## config.mk

```make
export PLATFORM = sky130hd
export DESIGN_NAME = store_narrower
export DESIGN_NICKNAME = d
export VERILOG_FILES = /design/src/rtl/store_narrower.sv
export SDC_FILE = /design/constraint.sdc
export NUM_CORES = 1
export LEC_CHECK = 0
export CELL_PAD_IN_SITES_DETAIL_PLACEMENT = 0
export CELL_PAD_IN_SITES_GLOBAL_PLACEMENT = 1
export CORE_UTILIZATION = 28
export DETAILED_ROUTE_END_ITERATION = 6
export HOLD_SLACK_MARGIN = 0.05
export PLACE_DENSITY = 0.74
export SYNTH_ARGS = -nofsm -noshare
export SYNTH_HDL_FRONTEND = slang
export SYNTH_SLANG_ARGS = --single-unit
```

## constraint.sdc

```tcl
create_clock -name Clk -period 1.75 [get_ports Clk]
set_clock_uncertainty 0.2 [all_clocks]
set_input_delay 0.175 -clock Clk [delete_from_list [all_inputs] [get_ports Clk]]
set_output_delay 0.175 -clock Clk [all_outputs]
set_load 0.01 [all_outputs]
```

## src/rtl/store_narrower.sv

```systemverilog
// Narrows a register value to word/halfword/byte and writes it to a word-only RAM.
// Sub-word stores perform a read-modify-write; Busy stalls the MEM stage meanwhile.
module store_narrower #(
    parameter int ADDR_W = 32
) (
    input  logic              Clk,
    input  logic              Reset,
    input  logic              Start,
    input  logic [1:0]        StoreType,
    input  logic [ADDR_W-1:0] Address,
    input  logic [31:0]       StoreData,
    output logic [ADDR_W-1:0] MemAddr,
    output logic              MemRead,
    input  logic [31:0]       MemRData,
    output logic              MemWrite,
    output logic [31:0]       MemWData,
    output logic              Busy,
    output logic              Done,
    output logic              AlignError
);

    localparam logic [1:0] ST_WORD = 2'b00;
    localparam logic [1:0] ST_HALF = 2'b01;
    localparam logic [1:0] ST_BYTE = 2'b10;

    typedef enum logic [2:0] {
        S_IDLE,
        S_READ,
        S_MERGE,
        S_WRITE,
        S_ERR
    } state_t;

    state_t            state_q;
    logic [1:0]        type_q;
    logic [1:0]        off_q;
    logic [15:0]       sdata_q;
    logic [ADDR_W-1:0] maddr_q;
    logic              mread_q;
    logic              mwrite_q;
    logic [31:0]       wdata_q;
    logic              done_q;
    logic              aerr_q;

    // Little-endian lane insert of the low byte/halfword into the word read back.
    function automatic logic [31:0] merge_word(input logic [1:0]  st,
                                               input logic [1:0]  off,
                                               input logic [31:0] rd,
                                               input logic [15:0] sd);
        logic [31:0] w;
        w = rd;
        if (st == ST_HALF) begin
            if (off[1]) w[31:16] = sd;
            else        w[15:0]  = sd;
        end else begin
            case (off)
                2'd0:    w[7:0]   = sd[7:0];
                2'd1:    w[15:8]  = sd[7:0];
                2'd2:    w[23:16] = sd[7:0];
                default: w[31:24] = sd[7:0];
            endcase
        end
        return w;
    endfunction

    function automatic logic is_misaligned(input logic [1:0] st, input logic [1:0] off);
        return (st == 2'b11) ||
               (st == ST_HALF && off[0]) ||
               (st == ST_WORD && off != 2'b00);
    endfunction

    always_ff @(posedge Clk) begin
        if (Reset) begin
            state_q  <= S_IDLE;
            type_q   <= '0;
            off_q    <= '0;
            sdata_q  <= '0;
            maddr_q  <= '0;
            mread_q  <= 1'b0;
            mwrite_q <= 1'b0;
            wdata_q  <= '0;
            done_q   <= 1'b0;
            aerr_q   <= 1'b0;
        end else begin
            case (state_q)
                S_IDLE: begin
                    if (Start) begin
                        type_q  <= StoreType;
                        off_q   <= Address[1:0];
                        sdata_q <= StoreData[15:0];
                        maddr_q <= {Address[ADDR_W-1:2], 2'b00};
                        if (is_misaligned(StoreType, Address[1:0])) begin
                            state_q <= S_ERR;
                            done_q  <= 1'b1;
                            aerr_q  <= 1'b1;
                        end else if (StoreType == ST_WORD) begin
                            state_q  <= S_WRITE;
                            mwrite_q <= 1'b1;
                            wdata_q  <= StoreData;
                            done_q   <= 1'b1;
                        end else begin
                            state_q <= S_READ;
                            mread_q <= 1'b1;
                        end
                    end
                end
                S_READ: begin
                    state_q <= S_MERGE;
                    mread_q <= 1'b0;
                end
                // RAM data for the strobe issued in READ arrives during MERGE.
                S_MERGE: begin
                    state_q  <= S_WRITE;
                    mwrite_q <= 1'b1;
                    wdata_q  <= merge_word(type_q, off_q, MemRData, sdata_q);
                    done_q   <= 1'b1;
                end
                default: begin
                    state_q  <= S_IDLE;
                    maddr_q  <= '0;
                    mread_q  <= 1'b0;
                    mwrite_q <= 1'b0;
                    wdata_q  <= '0;
                    done_q   <= 1'b0;
                    aerr_q   <= 1'b0;
                end
            endcase
        end
    end

    assign MemAddr    = maddr_q;
    assign MemRead    = mread_q;
    assign MemWrite   = mwrite_q;
    assign MemWData   = wdata_q;
    assign Busy       = (state_q != S_IDLE);
    assign Done       = done_q;
    assign AlignError = aerr_q;

    // ST_BYTE is the implicit else-branch of merge_word; keep it referenced.
    logic unused_ok;
    assign unused_ok = (ST_BYTE == 2'b10);

endmodule

```

# == Yosys cells after proc, flatten, opt, wreduce, memory -nomap -nowiden ==
# Index checks and enable logic that the tools add are counted.
# op_classes
eq_ne,13
reduce_logical,17
bitwise,3
n_mux,31
# op_table
cell,n
$mux W32,5
$pmux W32 S3,1
$pmux W32 S2,1
$mux W16,2
$mux W8,4
$mux W1,10
$ne A2 B2 Y1 const B,5
$pmux W3 S3,1
$reduce_and A4 Y1,2
$eq A2 B1 Y1 const B,3
$mux W3,2
$pmux W1 S3,2
$reduce_and A3 Y1,2
$eq A2 B2 Y1 const B,2
$logic_not A2 Y1,2
$pmux W1 S2,2
$reduce_and A2 Y1,2
$eq A3 B1 Y1 const B,1
$eq A3 B2 Y1 const B,1
$logic_not A3 Y1,1
$ne A3 B3 Y1 const B,1
$not A1 Y1,3
$reduce_bool A3 Y1,1
$reduce_or A3 Y1,1
5 further kinds,7
# totals
regBits,91
output_inout_bits,69

# == Depth between registers and ports, before layout ==
# Gate-level depths: netlist of the first run.
# depth
ltp_word,7
ltp_mapped,7
mapped_depth_nobuf,4

# == Least setup slack after synthesis of the first run ==
# OpenSTA, ideal clock, no wires.
# synth_timing
path_type,register to register
start,reg off_q[1]
end,reg wdata_q[19] (netlist: MemWData[19])
stages_incl_launch_ff,6
setup_time_ps,88
path_slack_ps,-103
n_path_buf,1
arrival_time_ps,1564
path_cell_list,dfxtp_1 > clkbuf_1 > clkinv_1 > a21oi_2 > mux2_2 > a311oi_2
# synth_between
elab_chain_cells,4
word_cells_on_any_way,5
cone_classes,eq/ne: 1; mux: 4
# synth_lines
item,line_no,source
from (decl),36,logic [1:0] off_q;
from (signal assigned),89,off_q <= Address[1:0];
$eq A2 B2 Y1,56,case (off)
$mux W8,56,
$mux W32 (*),52,if (st == ST_HALF) begin
$pmux W32 S3 (*),85,case (state_q)
to (signal assigned),99,wdata_q <= StoreData;
to (signal assigned),115,"wdata_q <= merge_word(type_q, off_q, MemRData, sdata_q);"
to (decl),41,logic [31:0] wdata_q;
# Every way passes the cells marked *; elsewhere a longest branch is shown, timed or not.
# A chain may end at the register's enable or synchronous reset.

# == Final worst setup path of the first run ==
# layout_timing
start,in StoreType[1]
end,reg wdata_q[26] (netlist: MemWData[26])
# layout_between
elab_chain_cells,6
word_cells_on_any_way,10
cone_classes,eq/ne: 4; reduce/logical: 6
# layout_lines
item,line_no,source
from (decl),9,"input logic [1:0] StoreType,"
$eq A2 B1 Y1,68,(st == ST_HALF && off[0]) ||
$logic_and A1 B1 Y1,68,
$logic_or A1 B1 Y1,67,return (st == 2'b11) ||
$logic_or A1 B1 Y1,68,
$ne A2 B2 Y1 (no source line),--,
$reduce_and A4 Y1 (no source line) (*),--,
# Marks and branches as above.

==> results of run 1 <==
==> repair_timing <==
item / in CTS / in global routing
pin swaps: 5 / 70
gates resized for setup: 27 / 102
cloned: 1 / 12
setup buffers: 5 / 6
setup endpoints to repair: 77 / 80
hold endpoints to repair: 1 / 0
hold buffers: 1 / 0
==> flip-flops by register name (all words and copies together) (netlist names) <==
register    count
AlignError      1
Done            1
MemAddr        30
MemRead         1
MemWData       32
MemWrite        1
off_q           2
sdata_q        16
state_q         3
type_q          2
==> layout make-up <==
type	instances	area share
clock inverter	4	0.00997
tap	184	0.0301
timing repair buffer	249	0.342
inverter	4	0.00212
multi-input combinational	356	0.348
clock buffer	11	0.0330
sequential	89	0.235
==> power by group through the flow <==
stage,Sequential [mW],Clock [mW],Combinational [mW]
final,2.38,2.11,2.44
after global routing,2.40,2.24,2.58
after CTS,2.37,2.14,2.02
after detailed placement,2.41,0,1.93
after global placement,2.41,0,1.89
after floorplan,2.45,0,0.837
==> layout by cell type, fill, tap and decap left out, types with 3 or more instances in the layout <==
cell type,synthesis,layout
a311oi_2,10,24
o21ai_0,18,14
nand2_4,0,12
o21ai_1,0,4
nand2_1,105,92
a22o_1,3,3
inv_1,3,3
a311oi_1,20,6
nor2_1,33,33
dfxtp_2,0,4
nand2b_1,11,9
mux2_2,15,8
buf_12,0,9
dfxtp_4,0,3
o221ai_1,15,4
o211a_1,10,10
dfxtp_1,89,82
a21boi_0,4,4
a21oi_1,53,40
and2_4,0,3
buf_4,3,46
buf_6,1,16
mux2_4,0,7
clkdlybuf4s50_1,0,165
a22oi_2,0,19
clkbuf_16,0,17
a22oi_1,30,11
o221ai_2,0,11
a21oi_2,1,12
==> layer usage <==
metal	part of all wire	routed length (um)
met5	0	0
met4	0.019	318
met3	0.042	705
met2	0.50	8560
met1	0.44	7380
==> cells by family (layout without fill, tap and decap cells) <==
kind of cell    Yosys count  after routing  share of synthesized area
mux                      16             16                     0.0428
flops                    89             89                      0.427
other cells               1              2                   0.000898
simple gates            162            163                      0.164
buf+inv                  54            268                     0.0563
compound gates          175            175                      0.310
==> worst max-delay path: stages <==
cell,delay (ps)
clkdlybuf4s50_1,430
buf_4,170
o311ai_4,330
buf_4,280
a21oi_1,130
a311oi_2,300
==> final timing paths <==
kind	from	to	slack (ps)	cells past startpoint
min	StoreData[5]	sdata_q[5]	230	3
max reg2reg	state_q[1]	MemWData[26]	-10	6
max	StoreType[1]	MemWData[26]	-50	6
min reg2reg	sdata_q[11]	sdata_q[11]	270	2
==> stage by stage <==
stage	instances	utilization	setup WS (ps)	hold WS (ps)	TNS [ps]
2_1_floorplan	498	-	1.91	111	0
3_3_place_gp	859	0.445	-282	248	-11180
3_5_place_dp	859	0.445	-340	252	-13110
4_1_cts	881	0.480	-59.7	219	-60.0
5_1_grt	897	0.527	-65.8	228	-1370
6_report	897	0.527	-48.5	228	-53.8
==> flow_summary.ini, run 1 <==
[sta]
slew_headroom = 0.672
rsz0062_at_grt = yes
fin_ws_ps = -48.5
worst_pin_slew_ps = 487
setup_viol = 3
period_needed_ps = 1800
finalMaxSlewViolations = 0
fmax_ghz = 0.556
fin_crit_sh = 1.03
hold_violations = 0

[flow_run]
max-cap-violations = 0

[floorplanning]
core_area_um2 = 14500
die_area_um2 = 15400
die-width_um = 124
pin_count = 170
die_h_um = 124
rows = 44
start_util = 0.287

[worst_setup_path]
arrival_ps = 1830
critical_path_class = primary input to flop
required_ps = 1780
critical_path_peak_fanout = 14
cp-end-kind = flop
crit_path_start_kind = primary input

[global_route]
grt_remaining_overflow = 0
grt_use_met1 = 0.249
global_route.peak_usage_layer = met2
gr-usage-all-layers = 0.192
grt_pass1_wl_um = 22700
grt_pass1_vias = 4260
antenna_found_initial = 0
gr-usage-met2 = 0.329
grt_max_degree = 31
use_met3 = 0.0311

[final_layout]
fin_area_um2 = 7660
diodes = 0
final.fill_count = 1309
syn_to_final_growth_pct = 83.4
seq_area_um2 = 1800
multi_input_area_um2 = 2670
final_layout_size_suffix_gt1_frac = 0.297
final_nets = 810

[place]
dp_hpwl_um = 11300
place.gp.congestion = 0.848
dpl_cell_area_um2 = 6470
io_buffers = 167

[clock_network]
root_buffer = clkbuf_16
clock_sinks = 89
htreeDepth = 3
cts_buffers = 9
clockBufferDepth = 2
clock_latency_ps = 340
path_clk_slew_ps = 60
cts_tree = done

[detailed_routing]
drt-total-wl_um = 17000
drtIter0Drc = 297
via_per_inst = 5.15
drc = 0
wl_per_cell_um = 18.9
ant_nets = 0
num_vias = 4620
first_pass_iters = 5

[power]
p_seq_frac = 0.343
p_sw_frac = 0.301
switching_power_mw = 2.08
ir_worst_vdd_mv = 0.621
combPwrFrac = 0.352
p_leak_nw = 2.85
clock_power_share = 0.305
power.total_mw = 6.92
power.internal_mw = 4.84
power_density_nw_per_um2 = 904

[yosys]
synth_area_leader_cell = dfxtp_1
syn_avg_cell_area_um2 = 8.40
yosysWarnings = 0
ys_ff_latch = 89
synthArstFlopShare = 0
synth_ff_type = dfxtp_1
yosysUniqueCellTypes = 39
yosys-top-cells-count = nand2_1, dfxtp_1, a21oi_1, clkbuf_1, nor2_1
synth_area_leaders = dfxtp_1, nand2_1, a21oi_1
synth.most_common_cell = nand2_1
synth-edff-count = 0
yosys.area.top_type_share = 0.427
ys_seq_area_frac = 0.427
syn_area_um2 = 4180
synthCells = 497

[run_status]
failed_checks = setup timing
status = complete, but fails checks

[hold_path]
hold_path.class = primary input to flop
Power figures use the tool's default switching activity.
==> run 2, diff against run 1 <==
Settings changed: CELL_PAD_IN_SITES_DETAIL_PLACEMENT 0 to 2, CELL_PAD_IN_SITES_GLOBAL_PLACEMENT 1 to 2, CORE_UTILIZATION 28 to 22, PLACE_DENSITY 0.74 to 0.88.
==> run 2 against run 1 <==
The flow still finishes with violations (setup timing). Global-route usage rose by 1.1 points. Count of clock-buffer cells in the layout rose by 3. Sequential cell count did not move. Via count rose by 2.7%. Critical endpoint is now MemWData[11].
==> flow_summary.ini, run 2 (same netlist as run 1, synthesis figures left out) <==
[floorplanning]
die-width_um = 140
start_util = 0.224
die_area_um2 = 19500
die_h_um = 140
pin_count = 170
core_area_um2 = 18600
rows = 50

[clock_network]
cts_tree = done
clock_latency_ps = 360
htreeDepth = 3
path_clk_slew_ps = 70
clockBufferDepth = 2
root_buffer = clkbuf_16
cts_buffers = 9
clock_sinks = 89

[place]
placed_cells = 906
place.gp.congestion = 0.822
io_buffers = 167
dp_hpwl_um = 14700
dpl_cell_area_um2 = 6510

[final_layout]
final_layout_size_suffix_gt1_frac = 0.223
layout.cells.non_filler = 928
final.fill_count = 2029
largest_reg_flops = 32
final_nets = 790
layout_common_cells = clkdlybuf4s50_1, nand2_1, dfxtp_1
diodes = 0
layout_commonest_cell = clkdlybuf4s50_1
fin_area_um2 = 7120
final_core_utilization = 0.382
syn_to_final_growth_pct = 70.5

[worst_setup_path]
required_ps = 1780
critical_path_peak_fanout = 16
r2r_slack_ps = -60
critical_path_class = flop to flop
crit_path_start_kind = flop
worstRegToRegCells = 5
timing.rr.start = state_q[1]
timing.rr.end = MemWData[11]
arrival_ps = 1840
cp-end-kind = flop

[sta]
finalMaxSlewViolations = 0
fin_crit_sh = 1.03
hold_violations = 0
setup_viol = 12
fin_ws_ps = -60.0
worst_pin_slew_ps = 504
rsz0062_at_grt = yes
slew_headroom = 0.662
whs_ps = 96.5
fmax_ghz = 0.552
period_needed_ps = 1810

[detailed_routing]
first_pass_iters = 6
wl_per_cell_um = 22.1
num_vias = 4743
drtIter0Drc = 193
ant_nets = 0
drc = 0
via_per_inst = 5.11
drt-total-wl_um = 20500

[flow_run]
max-cap-violations = 0

[hold_path]
hold_end = type_q[0]
min_path_cells = 3
hold_path.class = primary input to flop
hold_start = StoreType[0]

[power]
power_density_nw_per_um2 = 910
combPwrFrac = 0.337
p_sw_frac = 0.328
p_leak_nw = 2.56
switching_power_mw = 2.13
p_seq_frac = 0.370
power.total_mw = 6.48
power.internal_mw = 4.35
ir_worst_vdd_mv = 0.437
clock_power_share = 0.293

[global_route]
grt_pass1_wl_um = 30400
grt_max_degree = 43
antenna_found_initial = 0
gr-usage-all-layers = 0.203
grt_pass1_vias = 5196
grt_remaining_overflow = 0

[run_status]
status = complete, but fails checks
failed_checks = setup timing
run 2: cell count changes in the layout (fill, tap and decap cells not counted), moves of 4 or more:
cell	previous run	this run
buf_6	16	6
a22oi_2	19	0
a311oi_2	24	28
a22oi_1	11	30
a21oi_2	12	5
mux2_4	7	2
a21oi_1	40	48
nand2_4	12	0
o221ai_2	11	5
a311oi_1	6	1
mux2_2	8	13
o221ai_1	4	10
clkbuf_16	17	9
nand2_1	92	105
run 2: cell type report:
type,count,area (um^2),share of cell area
Clock inverter,2,12.5,0.00176
Sequential cell,89,1800,0.253
Clock buffer,14,264,0.0371
Tap cell,234,293,0.0411
Inverter,4,20.0,0.00281
Timing Repair Buffer,229,2280,0.321
Multi-Input combinational cell,356,2450,0.344
run 2: how the worst max path moves through the flow:
stage | cells after the start | endpoint | startpoint
after floorplan | 5 | MemWData[19] | off_q[1]
after detailed placement | 6 | MemWData[2] | StoreType[0]
after CTS | 6 | MemWData[28] | state_q[0]
after global placement | 6 | MemWData[30] | StoreType[0]
after global routing | 5 | MemWData[11] | state_q[1]
final | 5 | MemWData[11] | state_q[1]
run 2: repair_timing:
action                                 CTS  global route
endpoints found under the hold margin    1             0
setup endpoints to repair               65            40
setup buffers                            4             1
gates cloned                             0             1
pin swaps                                4             3
gates resized for setup                 47            25
hold buffers                             1             0
run 2: routing by layer:
metal,GRT usage,up-vias,share of wire
li1,-,2188,-
met1,0.229,2330,0.40
met2,0.371,177,0.52
met3,0.0354,48,0.047
met4,0.0925,0,0.038
met5,0,-,0
run 2: power by group through the flow:
stage / registers [mW] / clock network [mW] / logic (mW)
after CTS: 2.39 / 1.94 / 2.11
final: 2.40 / 1.90 / 2.19
after detailed placement: 2.43 / 0 / 1.98
after global placement: 2.41 / 0 / 1.88
after global routing: 2.42 / 2.04 / 2.32
after floorplan: 2.45 / 0 / 0.837
run 2: worst max-delay path, cell delays in order, from the launching register on:
cell and delay [ps]:
dfxtp_4 370, buf_4 150, a311o_1 350, buf_6 200, a21oi_1 330, a311oi_4 80
run 2: per-stage QoR:
stage,TNS [ps],worst slack [ps]
final,-245,-60.0
after detailed placement,-21600,-519
after CTS,-327,-42.7
after floorplan,0,1.91
after global routing,-1290,-100
after global placement,-13910,-310
